`src/rtl/fab_reset_sequencer.sv`:
```
// fab_reset_sequencer: fabric-side reset/boot sequencer feeding the system builder.
// Holds FAB_RESET_N low until the CCC is locked and stable, waits for INIT_DONE and
// MSS_READY with a retried timeout, then releases the user-fabric reset after a delay.
module fab_reset_sequencer #(
  parameter int unsigned HOLD_CYCLES        = 64,
  parameter int unsigned LOCK_STABLE_CYCLES = 256,
  parameter int unsigned INIT_TIMEOUT       = 1000000,
  parameter int unsigned RELEASE_DELAY      = 16,
  parameter int unsigned DEBOUNCE_CYCLES    = 1024,
  parameter int unsigned MAX_RETRIES        = 3
) (
  input  logic       CLK_BASE,
  input  logic       RESET_N,
  input  logic       CCC_LOCK,
  input  logic       INIT_DONE,
  input  logic       MSS_READY,
  input  logic       SW_RESET_REQ_N,
  output logic       FAB_RESET_N,
  output logic       FABRIC_RESET_N,
  output logic [2:0] SEQ_STATE,
  output logic [1:0] RESET_CAUSE,
  output logic       TIMEOUT_ERR
);

  localparam int unsigned MAX_HL  = (HOLD_CYCLES > LOCK_STABLE_CYCLES) ? HOLD_CYCLES : LOCK_STABLE_CYCLES;
  localparam int unsigned MAX_IR  = (INIT_TIMEOUT > RELEASE_DELAY) ? INIT_TIMEOUT : RELEASE_DELAY;
  localparam int unsigned MAX_CYC = (MAX_HL > MAX_IR) ? MAX_HL : MAX_IR;
  localparam int unsigned CNT_W   = $clog2(MAX_CYC) + 1;
  localparam int unsigned DB_W    = $clog2(DEBOUNCE_CYCLES) + 1;
  localparam int unsigned RETRY_W = 3;

  localparam logic [CNT_W-1:0]   HOLD_LAST  = CNT_W'(HOLD_CYCLES - 1);
  localparam logic [CNT_W-1:0]   LOCK_LAST  = CNT_W'(LOCK_STABLE_CYCLES - 1);
  localparam logic [CNT_W-1:0]   INIT_LAST  = CNT_W'(INIT_TIMEOUT - 1);
  localparam logic [CNT_W-1:0]   REL_LAST   = CNT_W'(RELEASE_DELAY - 1);
  localparam logic [DB_W-1:0]    DB_LAST    = DB_W'(DEBOUNCE_CYCLES - 1);
  localparam logic [RETRY_W-1:0] RETRY_MAX  = RETRY_W'(MAX_RETRIES);

  localparam logic [1:0] CAUSE_POR       = 2'd0;
  localparam logic [1:0] CAUSE_LOCK_LOSS = 2'd1;
  localparam logic [1:0] CAUSE_TIMEOUT   = 2'd2;
  localparam logic [1:0] CAUSE_BUTTON    = 2'd3;

  typedef enum logic [2:0] {
    ST_HOLD      = 3'd0,
    ST_WAIT_LOCK = 3'd1,
    ST_WAIT_INIT = 3'd2,
    ST_DELAY     = 3'd3,
    ST_RUN       = 3'd4,
    ST_FAULT     = 3'd5
  } state_t;

  state_t             state;
  logic [CNT_W-1:0]   cnt;
  logic [RETRY_W-1:0] retry;
  logic [RETRY_W-1:0] retry_inc;
  logic               btn_meta;
  logic               btn_sync;
  logic               btn_db;
  logic [DB_W-1:0]    db_cnt;
  logic               press;
  logic               lock_lost;

  assign SEQ_STATE = state;
  assign retry_inc = retry + RETRY_W'(1);
  assign lock_lost = !CCC_LOCK &&
                     ((state == ST_WAIT_INIT) || (state == ST_DELAY) || (state == ST_RUN));

  // Two-flop synchronizer for the asynchronous push button.
  always_ff @(posedge CLK_BASE) begin
    if (!RESET_N) begin
      btn_meta <= 1'b1;
      btn_sync <= 1'b1;
    end else begin
      btn_meta <= SW_RESET_REQ_N;
      btn_sync <= btn_meta;
    end
  end

  // Debounce: debounced level follows only after DEBOUNCE_CYCLES equal differing samples; press pulses on 1->0.
  always_ff @(posedge CLK_BASE) begin
    if (!RESET_N) begin
      db_cnt <= '0;
      btn_db <= 1'b1;
      press  <= 1'b0;
    end else begin
      press <= 1'b0;
      if (btn_sync == btn_db) begin
        db_cnt <= '0;
      end else if (db_cnt == DB_LAST) begin
        db_cnt <= '0;
        btn_db <= btn_sync;
        press  <= btn_db;
      end else begin
        db_cnt <= db_cnt + DB_W'(1);
      end
    end
  end

  // Sequencer FSM; the two reset outputs follow the state held during the previous cycle.
  always_ff @(posedge CLK_BASE) begin
    if (!RESET_N) begin
      state          <= ST_HOLD;
      cnt            <= '0;
      retry          <= '0;
      RESET_CAUSE    <= CAUSE_POR;
      TIMEOUT_ERR    <= 1'b0;
      FAB_RESET_N    <= 1'b0;
      FABRIC_RESET_N <= 1'b0;
    end else begin
      FAB_RESET_N    <= (state == ST_WAIT_INIT) || (state == ST_DELAY) || (state == ST_RUN);
      FABRIC_RESET_N <= (state == ST_RUN);
      if (lock_lost) begin
        state       <= ST_HOLD;
        cnt         <= '0;
        RESET_CAUSE <= CAUSE_LOCK_LOSS;
      end else if (press && (state != ST_HOLD)) begin
        state       <= ST_HOLD;
        cnt         <= '0;
        RESET_CAUSE <= CAUSE_BUTTON;
        TIMEOUT_ERR <= 1'b0;
        if (state == ST_FAULT) begin
          retry <= '0;
        end
      end else begin
        case (state)
          ST_HOLD: begin
            // Count saturates at the last hold cycle while the button stays pressed.
            if (cnt != HOLD_LAST) begin
              cnt <= cnt + CNT_W'(1);
            end else if (btn_db) begin
              state <= ST_WAIT_LOCK;
              cnt   <= '0;
            end
          end
          ST_WAIT_LOCK: begin
            if (!CCC_LOCK) begin
              cnt <= '0;
            end else if (cnt == LOCK_LAST) begin
              state <= ST_WAIT_INIT;
              cnt   <= '0;
            end else begin
              cnt <= cnt + CNT_W'(1);
            end
          end
          ST_WAIT_INIT: begin
            // Init completion wins over a timeout expiring in the same cycle.
            if (INIT_DONE && MSS_READY) begin
              state <= ST_DELAY;
              cnt   <= '0;
            end else if (cnt == INIT_LAST) begin
              retry <= retry_inc;
              cnt   <= '0;
              if (retry_inc == RETRY_MAX) begin
                state       <= ST_FAULT;
                TIMEOUT_ERR <= 1'b1;
              end else begin
                state       <= ST_HOLD;
                RESET_CAUSE <= CAUSE_TIMEOUT;
              end
            end else begin
              cnt <= cnt + CNT_W'(1);
            end
          end
          ST_DELAY: begin
            if (cnt == REL_LAST) begin
              state <= ST_RUN;
              cnt   <= '0;
              retry <= '0;
            end else begin
              cnt <= cnt + CNT_W'(1);
            end
          end
          ST_RUN: begin
            cnt <= '0;
          end
          ST_FAULT: begin
            cnt <= '0;
          end
          default: begin
            state <= ST_HOLD;
            cnt   <= '0;
          end
        endcase
      end
    end
  end

endmodule

```
`config.mk`:
```
export PLATFORM = sky130hd
export DESIGN_NAME = fab_reset_sequencer
export DESIGN_NICKNAME = d
export VERILOG_FILES = /design/src/rtl/fab_reset_sequencer.sv
export SDC_FILE = /design/constraint.sdc
export NUM_CORES = 1
export LEC_CHECK = 0
export CAP_MARGIN = 40
export CORE_MARGIN = 3
export CORE_UTILIZATION = 53
export DETAILED_ROUTE_END_ITERATION = 8
export PLACE_DENSITY = 0.75
export SLEW_MARGIN = 30
export SYNTH_ARGS = -nofsm -noshare
export SYNTH_HDL_FRONTEND = slang
export SYNTH_SLANG_ARGS = --single-unit
```
`constraint.sdc`:
```
create_clock -name CLK_BASE -period 2.3 [get_ports CLK_BASE]
set_input_delay 0.69 -clock CLK_BASE [delete_from_list [all_inputs] [get_ports CLK_BASE]]
set_output_delay 0.69 -clock CLK_BASE [all_outputs]
set_load 0.02 [all_outputs]
```
Yosys cells after proc, flatten, opt, wreduce, memory -nomap -nowiden:

Index checks and enable logic that the tools add are counted.

* flip-flop bits (word level): 47
* input port bits: 6

* add/subtract/negate cells: 3
* eq/ne operators: 27
* muxes and demuxes: 34
* bitwise logic cells: 5
* reductions and logical operators: 25

Operators with widths (count)
* $mux 21: 7
* $pmux 21 s4: 1
* $mux 3: 13
* $add 21x1->21 const B: 1
* $eq 21x20->1 const B: 1
* $eq 21x4->1 const B: 1
* $eq 21x8->1 const B: 1
* $ne 21x6->1 const B: 1
* $pmux 3 s5: 1
* $ne 2x2->1 const B: 6
* $ne 3x3->1 const B: 4
* $reduce_bool 3->1: 4
* $add 11x1->11 const B: 1
* $eq 11x10->1 const B: 1
* $mux 2: 5
* $eq 3x2->1 const B: 3
* $ne 3x1->1 const B: 3
* $reduce_or 3->1: 3
* $reduce_and 4->1: 2
* $reduce_and 7->1: 1
* $eq 3x3->1 const B: 2
* $mux 1: 6
* $pmux 3 s2: 1
* $reduce_and 6->1: 1
* 13 further kinds: 24

Depth between registers and ports, before layout:

Gate-level depths: netlist (run 1).

* depth in word-level cells: 8
* depth in mapped cells: 9

Worst setup path after synthesis (run 1):

Ideal clock, no wire load.

* kind: register to register
* from: reg cnt[0]
* to: reg retry[2]
* setup time: 0.070 ns
* data arrival time: 2.342 ns
* data required time: 2.230 ns
* slack: -0.112 ns
* stages on the path, launching flop included: 8
* buffers on the path: 0
* clock period less this slack: 2.412 ns
* path through: dfxtp_1 ha_1 and4_4 nand2_2 or4_4 a221o_1 or4_1 a21oi_1

* word-level cells in the longest chain between the ends: 3
* elaborated cells between the ends (all ways): 5
* classes of those cells: 4 x eq/ne; 1 x reduce/logical

Ends and longest elaborated chain
* start: declaration: line 54 `logic [CNT_W-1:0] cnt;`
* start signal: assignment: line 130 `cnt <= cnt + CNT_W'(1);`
* start signal: assignment: line 143 `cnt <= cnt + CNT_W'(1);`
* start signal: assignment: line 162 `cnt <= cnt + CNT_W'(1);`
* $eq 21x4->1 / $eq 21x20->1 (equally long branches): line 166, 151
* $ne 3x1->1 (no source line)
* $reduce_and 6->1 (no source line) (*)
* end signal: assignment: line 152 `retry <= retry_inc;`
* end: declaration: line 55 `logic [RETRY_W-1:0] retry;`

Every way passes the cells marked *; elsewhere a longest branch is shown, timed or not.
A chain may end at the register's enable or synchronous reset.

Worst setup path in the final report (run 1):

* from: in MSS_READY
* to: reg retry[2]

* word-level cells in the longest chain between the ends: 3

Ends and longest elaborated chain
* start: declaration: line 16 `input logic MSS_READY,`
* $logic_and 1x1->1: line 148 `if (INIT_DONE && MSS_READY) begin`
* $ne 3x3->1 (no source line)
* $reduce_and 6->1 (no source line)

Every way passes these cells.

==> impl_table.tex, run 1 <==
\begin{tabular}{lr}
\hline
Metric & Value \\
\hline
\multicolumn{2}{l}{\textbf{Run status}} \\
Status & complete, but fails checks \\
Violated checks & negative setup slack \\
\multicolumn{2}{l}{\textbf{Critical path}} \\
Worst path most repeated cell & sky130\_fd\_sc\_hd\_\_or4\_4 \\
Crit path required time & about 2.6 ns \\
Slowest cell on the critical path & sky130\_fd\_sc\_hd\_\_or4\_4 \\
Worst-path fanout max & 4 \\
Cell Chain, Critical Path & clkdlybuf4s15\_1 -> nand2\_2 -> nand3\_1 -> or4\_4 -> a221o\_1 -> or4\_4 -> a21oi\_2 \\
Maximum single-stage delay on the critical path & 0.54 ns \\
Arr. time, crit path & approximately 2.6 ns \\
Kind of end point of the critical path & flop \\
Worst Setup Path Type & in -> reg \\
Logic depth of the worst register-to-register path & 7 \\
Kind of launch point of the worst setup path & input pin \\
\multicolumn{2}{l}{\textbf{Die}} \\
Starting Density & 0.558 \\
Die area & 0.00510 mm\^{}2 \\
Core footprint & 0.00406 mm\^{}2 \\
DIE WIDTH & just over 70 um \\
Top-level I/O count & 14 \\
Number of standard-cell rows in the floorplan & 23 \\
Floorplan die height & roughly 70 um \\
\multicolumn{2}{l}{\textbf{Final layout}} \\
Share of cells above drive strength 1 & 0.241 \\
Number of inserted diodes & 0 \\
Syn-to-layout area delta & 30.3\% \\
Post-route design area & 0.00295 mm\^{}2 \\
Nets & 337 \\
Final Util & 0.728 \\
\multicolumn{2}{l}{\textbf{Yosys}} \\
Total of warnings raised by yosys & 0 \\
Count of flip-flops with a built-in enable after synthesis & 0 \\
Largest cells by area after synthesis & sky130\_fd\_sc\_hd\_\_dfxtp\_1 42\%, sky130\_fd\_sc\_hd\_\_nor2\_1 8.3\%, sky130\_fd\_sc\_hd\_\_xor2\_1 6.2\% \\
Post-synth design cell area & roughly 0.0023 mm\^{}2 \\
Post-synth cell types & 50 \\
Mean instance size in the synthesized netlist & 8.36 um\^{}2 \\
Area share of the largest cell type after synthesis & 0.415 \\
Number of synthesized register bits & 47 \\
FFs w/ async S/R, synth & 0 \\
Leading cell types by count after synthesis & 50 x sky130\_fd\_sc\_hd\_\_nor2\_1, 47 x sky130\_fd\_sc\_hd\_\_dfxtp\_1, 24 x sky130\_fd\_sc\_hd\_\_nand2\_1 \\
Net count after synthesis & 281 \\
Library cell occupying the most area in the post-synthesis netlist & sky130\_fd\_sc\_hd\_\_dfxtp\_1 \\
Top flip-flop cell by instance count after synthesis & sky130\_fd\_sc\_hd\_\_dfxtp\_1 \\
Sequential-to-total area share from yosys stat & 0.415 \\
Post-Synthesis Cells & 271 \\
Most instantiated library cell after synthesis & sky130\_fd\_sc\_hd\_\_nor2\_1 \\
\multicolumn{2}{l}{\textbf{Flow run}} \\
Number of maximum-capacitance constraint violations & 0 \\
\multicolumn{2}{l}{\textbf{Power}} \\
Post-route total power & about 1.8 mW \\
Static leakage & between 1 and 1.5 nW \\
Power density over the cells & between 600 and 700 mW/mm\^{}2 \\
Highest ir drop seen on vdd & approximately 0.46 mV \\
\multicolumn{2}{l}{\textbf{STA}} \\
Setup TNS Final & -0.154 ns \\
Final period demand of the worst path & between 2 and 2.5 ns \\
Final clock skew & slightly above 0.009 ns \\
Slew of the pin with the lowest slew margin & 0.481 ns \\
Relative slew slack & 0.678 \\
PnR worst setup slack & -0.0598 ns \\
RSZ-0062 raised after global routing & yes \\
Hold Vio Cnt, Final & 0 \\
Final critical-path share of the clock period & 1.03 \\
Setup Viol. Count Final & 8 \\
Max Transition Viols Final & 0 \\
Achievable clock frequency & 424 MHz \\
\multicolumn{2}{l}{\textbf{Routing}} \\
Drt first pass iters & 4 \\
WL final & about 5300 um \\
Average wire per cell in the routed design & 14.0 um \\
Post-DR vias/cell & 5.51 \\
Remaining antenna violation count & 0 \\
Via count & 2,082 \\
Number of design rule violations left after detail routing & 0 \\
Starting DRC count in detailed routing & 210 \\
\multicolumn{2}{l}{\textbf{Placement}} \\
Port buffer count & 13 \\
Cell area reported after detailed placement & approximately 0.0027 mm\^{}2 \\
DPL Wire Length & about 3500 um \\
Worst setup slack before clock tree synthesis & -0.500 ns \\
Routability-driven placement congestion ratio & 0.829 \\
\multicolumn{2}{l}{\textbf{Clocking}} \\
Number of CTS-inserted buffers & 5 \\
Cell at the root of the clock tree & sky130\_fd\_sc\_hd\_\_clkbuf\_8 \\
Number of sinks driven by the clock tree & 47 \\
Skew-Pair Late Insertion Delay & 0.31 ns \\
Clock tree from TritonCTS & built \\
Clock-pin slew reported for the worst setup and hold paths after clock tree synthesis & 0.10 ns \\
Number of H-tree levels & 2 \\
Clock Path Buffers & 2 \\
\multicolumn{2}{l}{\textbf{GRT}} \\
Vias in the first global route & 1,914 \\
Wire length of the first global-routing pass & 8430 um \\
Routing layer with the top usage in global route & met2 \\
Antenna violations before repair & 0 \\
Maximum number of pins on one net before global-route repair & 17 \\
Remaining global-route overflow & 0 \\
Global-route met3 utilization & 0.0463 \\
Met1 track utilization from global routing & 0.269 \\
Global routing met2 resource utilization & 0.332 \\
GRT Total Usage & 0.206 \\
\multicolumn{2}{l}{\textbf{Worst hold path}} \\
Hold path depth & 1 \\
Worst hold path class & reg -> reg \\
\hline
\end{tabular}
[cell families after synthesis]
logic type,synth area share
and+or+nand+nor,0.319
adders and majority gates,0.0221
DFF,0.415
AOI/OAI and AO/OA,0.0928
muxes,0.00442
xor gates and xnor gates,0.108
buffers and inverters,0.0381
[cell type report]
class                      instances  area [um^2]
multi-input combinational        206         1320
tap                               50         62.6
timing repair buffer              58          475
clock buffer                       5         68.8
sequential                        47          947
clock inverter                     3         47.5
inverter                           9         33.8
fill                             302         1100
[worst paths after layout]
path,slack [ns],end,start
worst max-delay path,-0.06,retry[2],MSS_READY
worst min-delay path,0.41,btn_sync,btn_meta
worst max register to register,-0.02,retry[2],cnt[1]
worst min register to register,0.41,btn_sync,btn_meta
[state kept, by name (all words and copies together) (netlist names)]
name / count
btn_sync: 1
retry: 3
SEQ_STATE: 3
btn_meta: 1
btn_db: 1
FAB_RESET_N: 1
RESET_CAUSE: 2
press: 1
FABRIC_RESET_N: 1
cnt: 21
db_cnt: 11
TIMEOUT_ERR: 1
[power by group]
group | internal [mW] | switching (mW) | leakage, nW
clock network | 0.329 | 0.293 | 0.0587
registers | 0.840 | 0.0196 | 0.382
logic | 0.148 | 0.150 | 0.712
total | 1.32 | 0.462 | 1.15
[metrics by stage]
step                      instances  hold slack [ns]
final                           378            0.409
after global routing            378            0.442
after CTS                       375            0.419
after detailed placement        362            0.402
after global placement          362            0.396
after floorplan                 271            0.386
[routing by layer]
metal	vias up	wire [um]
met2	59	2580
li1	1048	-
met3	11	239
met1	964	2350
met4	0	121
met5	-	0
[layout by cell type, fill, tap and decap left out, types with 3 or more instances in the layout]
master | netlist | final
sky130_fd_sc_hd__nor2_1 | 50 | 50
sky130_fd_sc_hd__buf_4 | 1 | 43
sky130_fd_sc_hd__dfxtp_1 | 47 | 42
sky130_fd_sc_hd__nand2_1 | 24 | 23
sky130_fd_sc_hd__nand3_1 | 16 | 16
sky130_fd_sc_hd__xor2_1 | 16 | 16
sky130_fd_sc_hd__xnor2_1 | 12 | 12
sky130_fd_sc_hd__clkdlybuf4s50_1 | 0 | 11
sky130_fd_sc_hd__inv_1 | 9 | 9
sky130_fd_sc_hd__o21ai_0 | 10 | 9
sky130_fd_sc_hd__nand4_1 | 8 | 8
sky130_fd_sc_hd__a21oi_1 | 7 | 6
sky130_fd_sc_hd__and3_1 | 5 | 5
sky130_fd_sc_hd__clkbuf_8 | 0 | 5
sky130_fd_sc_hd__dfxtp_2 | 0 | 5
sky130_fd_sc_hd__nand2b_1 | 4 | 4
sky130_fd_sc_hd__o211ai_1 | 4 | 4
sky130_fd_sc_hd__or3_1 | 3 | 3
sky130_fd_sc_hd__nor4_1 | 4 | 3
sky130_fd_sc_hd__ha_1 | 4 | 3
[worst max-delay path, delay by kind of cell]
family	cells	cell delay, ns
AO/OA/AOI/OAI	2	0.51
buffers and inverters	1	0.19
AND/OR/NAND/NOR	4	1.22
[repair_timing]
item	CTS	global route
gates resized for setup	9	15
setup buffers	5	2
endpoints found under the setup margin	15	27
gates cloned	0	1
pin swaps	6	9
hold buffers	0	0
Power figures use the tool's default switching activity.
==> inputs of run 2 (changes only) <==
--- a/config.mk
+++ b/config.mk
@@ -5,11 +5,12 @@
 export SDC_FILE = /design/constraint.sdc
 export NUM_CORES = 1
 export LEC_CHECK = 0
-export CAP_MARGIN = 40
+export CAP_MARGIN = 20
 export CORE_MARGIN = 3
 export CORE_UTILIZATION = 53
 export DETAILED_ROUTE_END_ITERATION = 8
 export PLACE_DENSITY = 0.75
+export REMOVE_ABC_BUFFERS = 1
 export SLEW_MARGIN = 30
 export SYNTH_ARGS = -nofsm -noshare
 export SYNTH_HDL_FRONTEND = slang
==> impl_table.tex, run 2 (synthesis results as in run 1) <==
\begin{tabular}{lr}
\hline
Metric & Value \\
\hline
\multicolumn{2}{l}{\textbf{Run status}} \\
Status & finished, final reports clean \\
\multicolumn{2}{l}{\textbf{Routing}} \\
Drt first pass iters & 5 (+1) \\
Number of design rule violations left after detail routing & 0 (unchanged) \\
Remaining antenna violation count & 0 (unchanged) \\
WL final & 5060 um (-4.4\%) \\
Post-DR vias/cell & 5.50 (-0.22\%) \\
Starting DRC count in detailed routing & 153 (-27\%) \\
Via count & 2,083 (+0.048\%) \\
Average wire per cell in the routed design & 13.3 um (-4.6\%) \\
\multicolumn{2}{l}{\textbf{Clocking}} \\
Clock tree from TritonCTS & built \\
Clock Path Buffers & 2 (unchanged) \\
Clock-pin slew reported for the worst setup and hold paths after clock tree synthesis & 0.09 ns (about the same) \\
Skew-Pair Late Insertion Delay & 0.30 ns (about the same) \\
Number of sinks driven by the clock tree & 47 (unchanged) \\
Number of H-tree levels & 2 (unchanged) \\
Cell at the root of the clock tree & sky130\_fd\_sc\_hd\_\_clkbuf\_8 \\
Number of CTS-inserted buffers & 5 (unchanged) \\
\multicolumn{2}{l}{\textbf{GRT}} \\
GRT Total Usage & 0.209 (+0.00323) \\
Remaining global-route overflow & 0 (unchanged) \\
Vias in the first global route & 1,914 (unchanged) \\
Wire length of the first global-routing pass & 8610 um (+2.1\%) \\
Antenna violations before repair & 0 (unchanged) \\
Maximum number of pins on one net before global-route repair & 15 (-2) \\
\multicolumn{2}{l}{\textbf{Placement}} \\
Routability-driven placement congestion ratio & 0.793 (-4.4\%) \\
DPL Wire Length & 3490 um (-1.2\%) \\
Placed insts & 360 (-0.55\%) \\
Port buffer count & 13 (unchanged) \\
\multicolumn{2}{l}{\textbf{Critical path}} \\
Worst-path fanout max & 2 (-2) \\
Kind of launch point of the worst setup path & flop \\
Worst Setup Path Type & reg -> reg \\
Kind of end point of the critical path & flop \\
Crit path required time & 2.54 ns (about the same) \\
Arr. time, crit path & 2.52 ns (-0.09 ns) \\
\multicolumn{2}{l}{\textbf{Final layout}} \\
Nets & 338 (+0.30\%) \\
Max FFs per register & 21 (unchanged) \\
Top library cells by usage in the layout, fill and taps aside & 50 x sky130\_fd\_sc\_hd\_\_nor2\_1, 45 x sky130\_fd\_sc\_hd\_\_buf\_4, 42 x sky130\_fd\_sc\_hd\_\_dfxtp\_1 \\
Largest registers in the final layout & cnt x21, db\_cnt x11 \\
Syn-to-layout area delta & 29.0\% \\
Commonest non-fill, non-tap cell in the layout & sky130\_fd\_sc\_hd\_\_nor2\_1 \\
Share of cells above drive strength 1 & 0.237 (-0.00377) \\
Number of inserted diodes & 0 (unchanged) \\
Final Util & 0.721 (-0.00709) \\
Register ranked first by flip-flop count & cnt \\
Cell Count, Final, Fillers Out & 379 (+0.26\%) \\
\multicolumn{2}{l}{\textbf{STA}} \\
Setup Viol. Count Final & 0 (-8) \\
Setup TNS Final & 0 ns (+0.154 ns) \\
Final clock skew & 0.00561 ns (-0.00354 ns) \\
RSZ-0062 raised after global routing & yes \\
Hold Vio Cnt, Final & 0 (unchanged) \\
Slew of the pin with the lowest slew margin & 0.462 ns (-0.0183 ns) \\
Final period demand of the worst path & 2.28 ns (-0.0797 ns) \\
Achievable clock frequency & 439 MHz (+3.5\%) \\
Final critical-path share of the clock period & 0.991 (-0.0346) \\
Max Transition Viols Final & 0 (unchanged) \\
Relative slew slack & 0.690 (+0.0123) \\
\multicolumn{2}{l}{\textbf{Flow run}} \\
Number of maximum-capacitance constraint violations & 0 (unchanged) \\
\multicolumn{2}{l}{\textbf{Worst hold path}} \\
Worst hold path class & reg -> reg \\
\multicolumn{2}{l}{\textbf{Die}} \\
Top-level I/O count & 14 (unchanged) \\
Floorplan die height & 71.4 um (unchanged) \\
Starting Density & 0.558 (unchanged) \\
Core footprint & 0.00406 mm\^{}2 (unchanged) \\
Number of standard-cell rows in the floorplan & 23 (unchanged) \\
Die area & 0.00510 mm\^{}2 (unchanged) \\
DIE WIDTH & 71.4 um (unchanged) \\
\multicolumn{2}{l}{\textbf{Power}} \\
Highest ir drop seen on vdd & 0.400 mV (-13\%) \\
Static leakage & 1.15 nW (+0.11\%) \\
Post-route total power & 1.76 mW (-0.86\%) \\
Power density over the cells & 604 mW/mm\^{}2 (+0.12\%) \\
\hline
\end{tabular}
==> run 2: stage by stage <==
stage | setup slack [ns] | hold WS, ns | instance area [um^2]
5_1_grt | -0.0805 | 0.435 | 2920
4_1_cts | 0.00907 | 0.421 | 2870
3_3_place_gp | -0.389 | 0.389 | 2670
2_1_floorplan | -0.250 | 0.386 | 2210
3_5_place_dp | -0.402 | 0.398 | 2670
6_report | 0.0198 | 0.417 | 2920
==> run 2: worst max-delay path, stage by stage (launching register included) <==
cell and delay, ns:
sky130_fd_sc_hd__dfxtp_2 0.34, sky130_fd_sc_hd__nor4_4 0.33, sky130_fd_sc_hd__nand3_2 0.13, sky130_fd_sc_hd__or4_4 0.50, sky130_fd_sc_hd__a221o_1 0.33, sky130_fd_sc_hd__or4_1 0.47
sky130_fd_sc_hd__a21oi_1 0.13
==> run 2: cell type report <==
cell class | instances | area (um^2)
sequential | 47 | 947
clock buffer | 6 | 82.6
tap | 50 | 62.6
inverter | 9 | 33.8
multi-input combinational | 206 | 1290
fill | 305 | 1130
clock inverter | 2 | 35.0
timing repair buffer | 59 | 469
==> run 2: worst paths after layout <==
kind             from  endpoint  slack, ns  depth (start not counted)
max           cnt[20]  retry[2]       0.02                          6
min          btn_meta  btn_sync       0.42                          1
max reg2reg   cnt[20]  retry[2]       0.02                          6
min reg2reg  btn_meta  btn_sync       0.42                          1
==> run 2: what timing repair did <==
action	4_1_cts	5_1_grt
hold buffers	0	0
cloned	0	1
pin swaps	7	5
resized for setup	10	14
setup endpoints to repair	8	27
setup buffers	9	1
hold endpoints to repair	0	0
==> run 2: per-layer routing <==
layer | track usage | up-vias | part of all wire
met5 | 0 | - | 0
met4 | 0.0668 | 0 | 0.015
met3 | 0.0435 | 9 | 0.037
met2 | 0.338 | 43 | 0.47
met1 | 0.281 | 976 | 0.48
li1 | - | 1055 | -
==> run 2: where the power goes <==
group / internal (mW) / switching (mW) / total (mW)
clock network: 0.352 / 0.272 / 0.624
registers: 0.840 / 0.0294 / 0.869
logic: 0.138 / 0.133 / 0.272
==> inputs of run 3 (changes only) <==
--- a/config.mk
+++ b/config.mk
@@ -9,7 +9,7 @@
 export CORE_MARGIN = 3
 export CORE_UTILIZATION = 53
 export DETAILED_ROUTE_END_ITERATION = 8
-export PLACE_DENSITY = 0.75
+export PLACE_DENSITY = 0.85
 export REMOVE_ABC_BUFFERS = 1
 export SLEW_MARGIN = 30
 export SYNTH_ARGS = -nofsm -noshare
==> impl_table.tex, run 3 (synthesis results as in run 1) <==
\begin{tabular}{lr}
\hline
Metric & Value \\
\hline
\multicolumn{2}{l}{\textbf{Power}} \\
Highest ir drop seen on vdd & 0.526 mV (+31\%) \\
Power density over the cells & 620 mW/mm\^{}2 (+2.7\%) \\
Static leakage & 1.12 nW (-2.7\%) \\
\multicolumn{2}{l}{\textbf{Final layout}} \\
Register area & 948 um\^{}2 (+0.13\%) \\
Final Util & 0.716 (-0.00462) \\
Area of the multi-input gates & 0.00130 mm\^{}2 (+0.77\%) \\
Top library cells by usage in the layout, fill and taps aside & 45 x sky130\_fd\_sc\_hd\_\_nor2\_1, 41 x sky130\_fd\_sc\_hd\_\_dfxtp\_1, 37 x sky130\_fd\_sc\_hd\_\_buf\_4 \\
Number of fillers in the final layout & 285 (-6.6\%) \\
Syn-to-layout area delta & 28.2\% \\
Max FFs per register & 21 (unchanged) \\
Commonest non-fill, non-tap cell in the layout & sky130\_fd\_sc\_hd\_\_nor2\_1 \\
Share of cells above drive strength 1 & 0.235 (-0.00179) \\
Nets & 332 (-1.8\%) \\
Number of inserted diodes & 0 (unchanged) \\
Largest registers in the final layout & cnt x21, db\_cnt x11 \\
Register ranked first by flip-flop count & cnt \\
\multicolumn{2}{l}{\textbf{Critical path}} \\
Crit path required time & 2.54 ns (about the same) \\
Cell Chain, Critical Path & clkdlybuf4s15\_1 -> nand2\_1 -> nand3\_1 -> or4\_4 -> a221o\_1 -> or4\_1 -> a21oi\_1 \\
Worst-path fanout max & 2 (unchanged) \\
CP Buf/Inv Count & 1 (+1) \\
Critical path's top delay family & simple AND/OR/NAND/NOR gates \\
Maximum single-stage delay on the critical path & 0.55 ns (+0.05 ns) \\
Worst Setup Path Type & in -> reg \\
Arr. time, crit path & 2.60 ns (+0.08 ns) \\
Slowest cell on the critical path & sky130\_fd\_sc\_hd\_\_or4\_4 \\
Kind of end point of the critical path & flop \\
Kind of launch point of the worst setup path & input pin \\
\multicolumn{2}{l}{\textbf{Die}} \\
Core footprint & 0.00406 mm\^{}2 (unchanged) \\
Die area & 0.00510 mm\^{}2 (unchanged) \\
Floorplan die height & 71.4 um (unchanged) \\
Top-level I/O count & 14 (unchanged) \\
Number of standard-cell rows in the floorplan & 23 (unchanged) \\
DIE WIDTH & 71.4 um (unchanged) \\
Starting Density & 0.558 (unchanged) \\
\multicolumn{2}{l}{\textbf{Placement}} \\
Routability-driven placement congestion ratio & 0.843 (+6.3\%) \\
Port buffer count & 13 (unchanged) \\
DPL Wire Length & 3650 um (+4.8\%) \\
Worst setup slack before clock tree synthesis & -0.425 ns (-0.0230 ns) \\
\multicolumn{2}{l}{\textbf{Clocking}} \\
Clock tree from TritonCTS & built \\
Clock-pin slew reported for the worst setup and hold paths after clock tree synthesis & 0.10 ns (about the same) \\
Number of CTS-inserted buffers & 5 (unchanged) \\
Post-CTS Hold Fix Bufs & 0 (unchanged) \\
Skew-Pair Late Insertion Delay & 0.30 ns (about the same) \\
Cell at the root of the clock tree & sky130\_fd\_sc\_hd\_\_clkbuf\_8 \\
Number of sinks driven by the clock tree & 47 (unchanged) \\
Clock Path Buffers & 2 (unchanged) \\
Number of H-tree levels & 2 (unchanged) \\
\multicolumn{2}{l}{\textbf{Run status}} \\
Violated checks & negative setup slack \\
Status & complete, but fails checks \\
\multicolumn{2}{l}{\textbf{STA}} \\
Achievable clock frequency & 424 MHz (-3.4\%) \\
Final clock skew & 0.0131 ns (+0.00754 ns) \\
Hold Vio Cnt, Final & 0 (unchanged) \\
Slew of the pin with the lowest slew margin & 0.503 ns (+0.0411 ns) \\
PnR worst setup slack & -0.0598 ns (-0.0796 ns) \\
Relative slew slack & 0.663 (-0.0275) \\
Final critical-path share of the clock period & 1.03 (+0.0346) \\
Setup Viol. Count Final & 1 (+1) \\
Final period demand of the worst path & 2.36 ns (+0.0796 ns) \\
RSZ-0062 raised after global routing & yes \\
Max Transition Viols Final & 0 (unchanged) \\
\multicolumn{2}{l}{\textbf{Routing}} \\
Starting DRC count in detailed routing & 131 (-14\%) \\
Remaining antenna violation count & 0 (unchanged) \\
Met2 wirelength from detailed routing & 2630 um (+11\%) \\
Average wire per cell in the routed design & 14.2 um (+6.8\%) \\
Top layer reached by signal wires & met4 \\
WL met3 & 252 um (+35\%) \\
Post-DR vias/cell & 5.64 (+2.7\%) \\
Number of design rule violations left after detail routing & 0 (unchanged) \\
WL final & 5320 um (+5.1\%) \\
Drt first pass iters & 5 (unchanged) \\
Via count & 2,105 (+1.1\%) \\
Routed met1 length & 2370 um (-1.7\%) \\
\multicolumn{2}{l}{\textbf{Worst hold path}} \\
Worst hold path class & reg -> reg \\
\multicolumn{2}{l}{\textbf{GRT}} \\
Vias in the first global route & 1,947 (+1.7\%) \\
GRT Total Usage & 0.207 (-0.00219) \\
Maximum number of pins on one net before global-route repair & 16 (+1) \\
Antenna violations before repair & 0 (unchanged) \\
Remaining global-route overflow & 0 (unchanged) \\
Wire length of the first global-routing pass & 8580 um (-0.41\%) \\
\multicolumn{2}{l}{\textbf{Flow run}} \\
Number of maximum-capacitance constraint violations & 0 (unchanged) \\
\hline
\end{tabular}
-- run 3: cell types whose count changed in the layout (fill, tap and decap cells not counted), moves of 2 or more --
cell / delta
sky130_fd_sc_hd__nor2_2: +5
sky130_fd_sc_hd__clkbuf_2: -2
sky130_fd_sc_hd__clkdlybuf4s15_1: +2
sky130_fd_sc_hd__buf_4: -8
sky130_fd_sc_hd__nor2_1: -5
-- run 3: where the power goes --
| part | switching, mW | internal, mW | total, mW |
|---|---|---|---|
| clock network | 0.288 | 0.358 | 0.646 |
| logic | 0.142 | 0.145 | 0.288 |
| registers | 0.0276 | 0.840 | 0.868 |
| total | 0.458 | 1.34 | 1.80 |
-- run 3: final cells by class --
cell class                 instances  share of cell area
clock inverter                     2              0.0134
timing repair buffer              53               0.150
multi-input combinational        206               0.449
inverter                           9              0.0116
tap                               50              0.0215
clock buffer                       6              0.0284
sequential                        47               0.326
-- run 3: metal layers --
layer,GRT usage,vias to the layer above
met1,0.260,984
li1,-,1043
met3,0.0477,6
met5,0,-
met4,0.0668,0
met2,0.351,72
-- run 3: final timing paths --
kind / depth (start not counted) / start / slack [ns] / end
worst min register to register: 1 / btn_meta / 0.42 / btn_sync
worst min-delay path: 1 / btn_meta / 0.42 / btn_sync
worst max-delay path: 7 / MSS_READY / -0.06 / retry[2]
worst max register to register: 6 / cnt[12] / -0.03 / retry[2]
-- run 3: per-stage QoR --
| stage | hold WS (ns) | cells | area (um^2) | total power [mW] | setup TNS [ns] |
|---|---|---|---|---|---|
| 6_report | 0.418 | 373 | 2910 | 1.80 | -0.0598 |
| 4_1_cts | 0.422 | 368 | 2810 | 1.75 | -0.117 |
| 5_1_grt | 0.460 | 373 | 2910 | 1.86 | -1.67 |
| 3_3_place_gp | 0.387 | 358 | 2650 | 1.10 | -1.34 |
| 2_1_floorplan | 0.386 | 262 | 2210 | 0.993 | -2.83 |
| 3_5_place_dp | 0.403 | 358 | 2650 | 1.11 | -1.61 |
-- run 3: worst reg2reg max path, stage by stage (launching register included) --
cell and delay [ns]:
sky130_fd_sc_hd__dfxtp_2 0.35, sky130_fd_sc_hd__nor4_4 0.32, sky130_fd_sc_hd__nand3_2 0.13, sky130_fd_sc_hd__or4_4 0.50
sky130_fd_sc_hd__a221o_1 0.34, sky130_fd_sc_hd__or4_1 0.51, sky130_fd_sc_hd__a21oi_1 0.13
-- run 3: what timing repair did --
item                                    CTS  global route
resized for setup                        10            18
gates cloned                              0             1
pin swaps                                 9             9
buffers inserted                          2             5
endpoints found under the setup margin    3            26
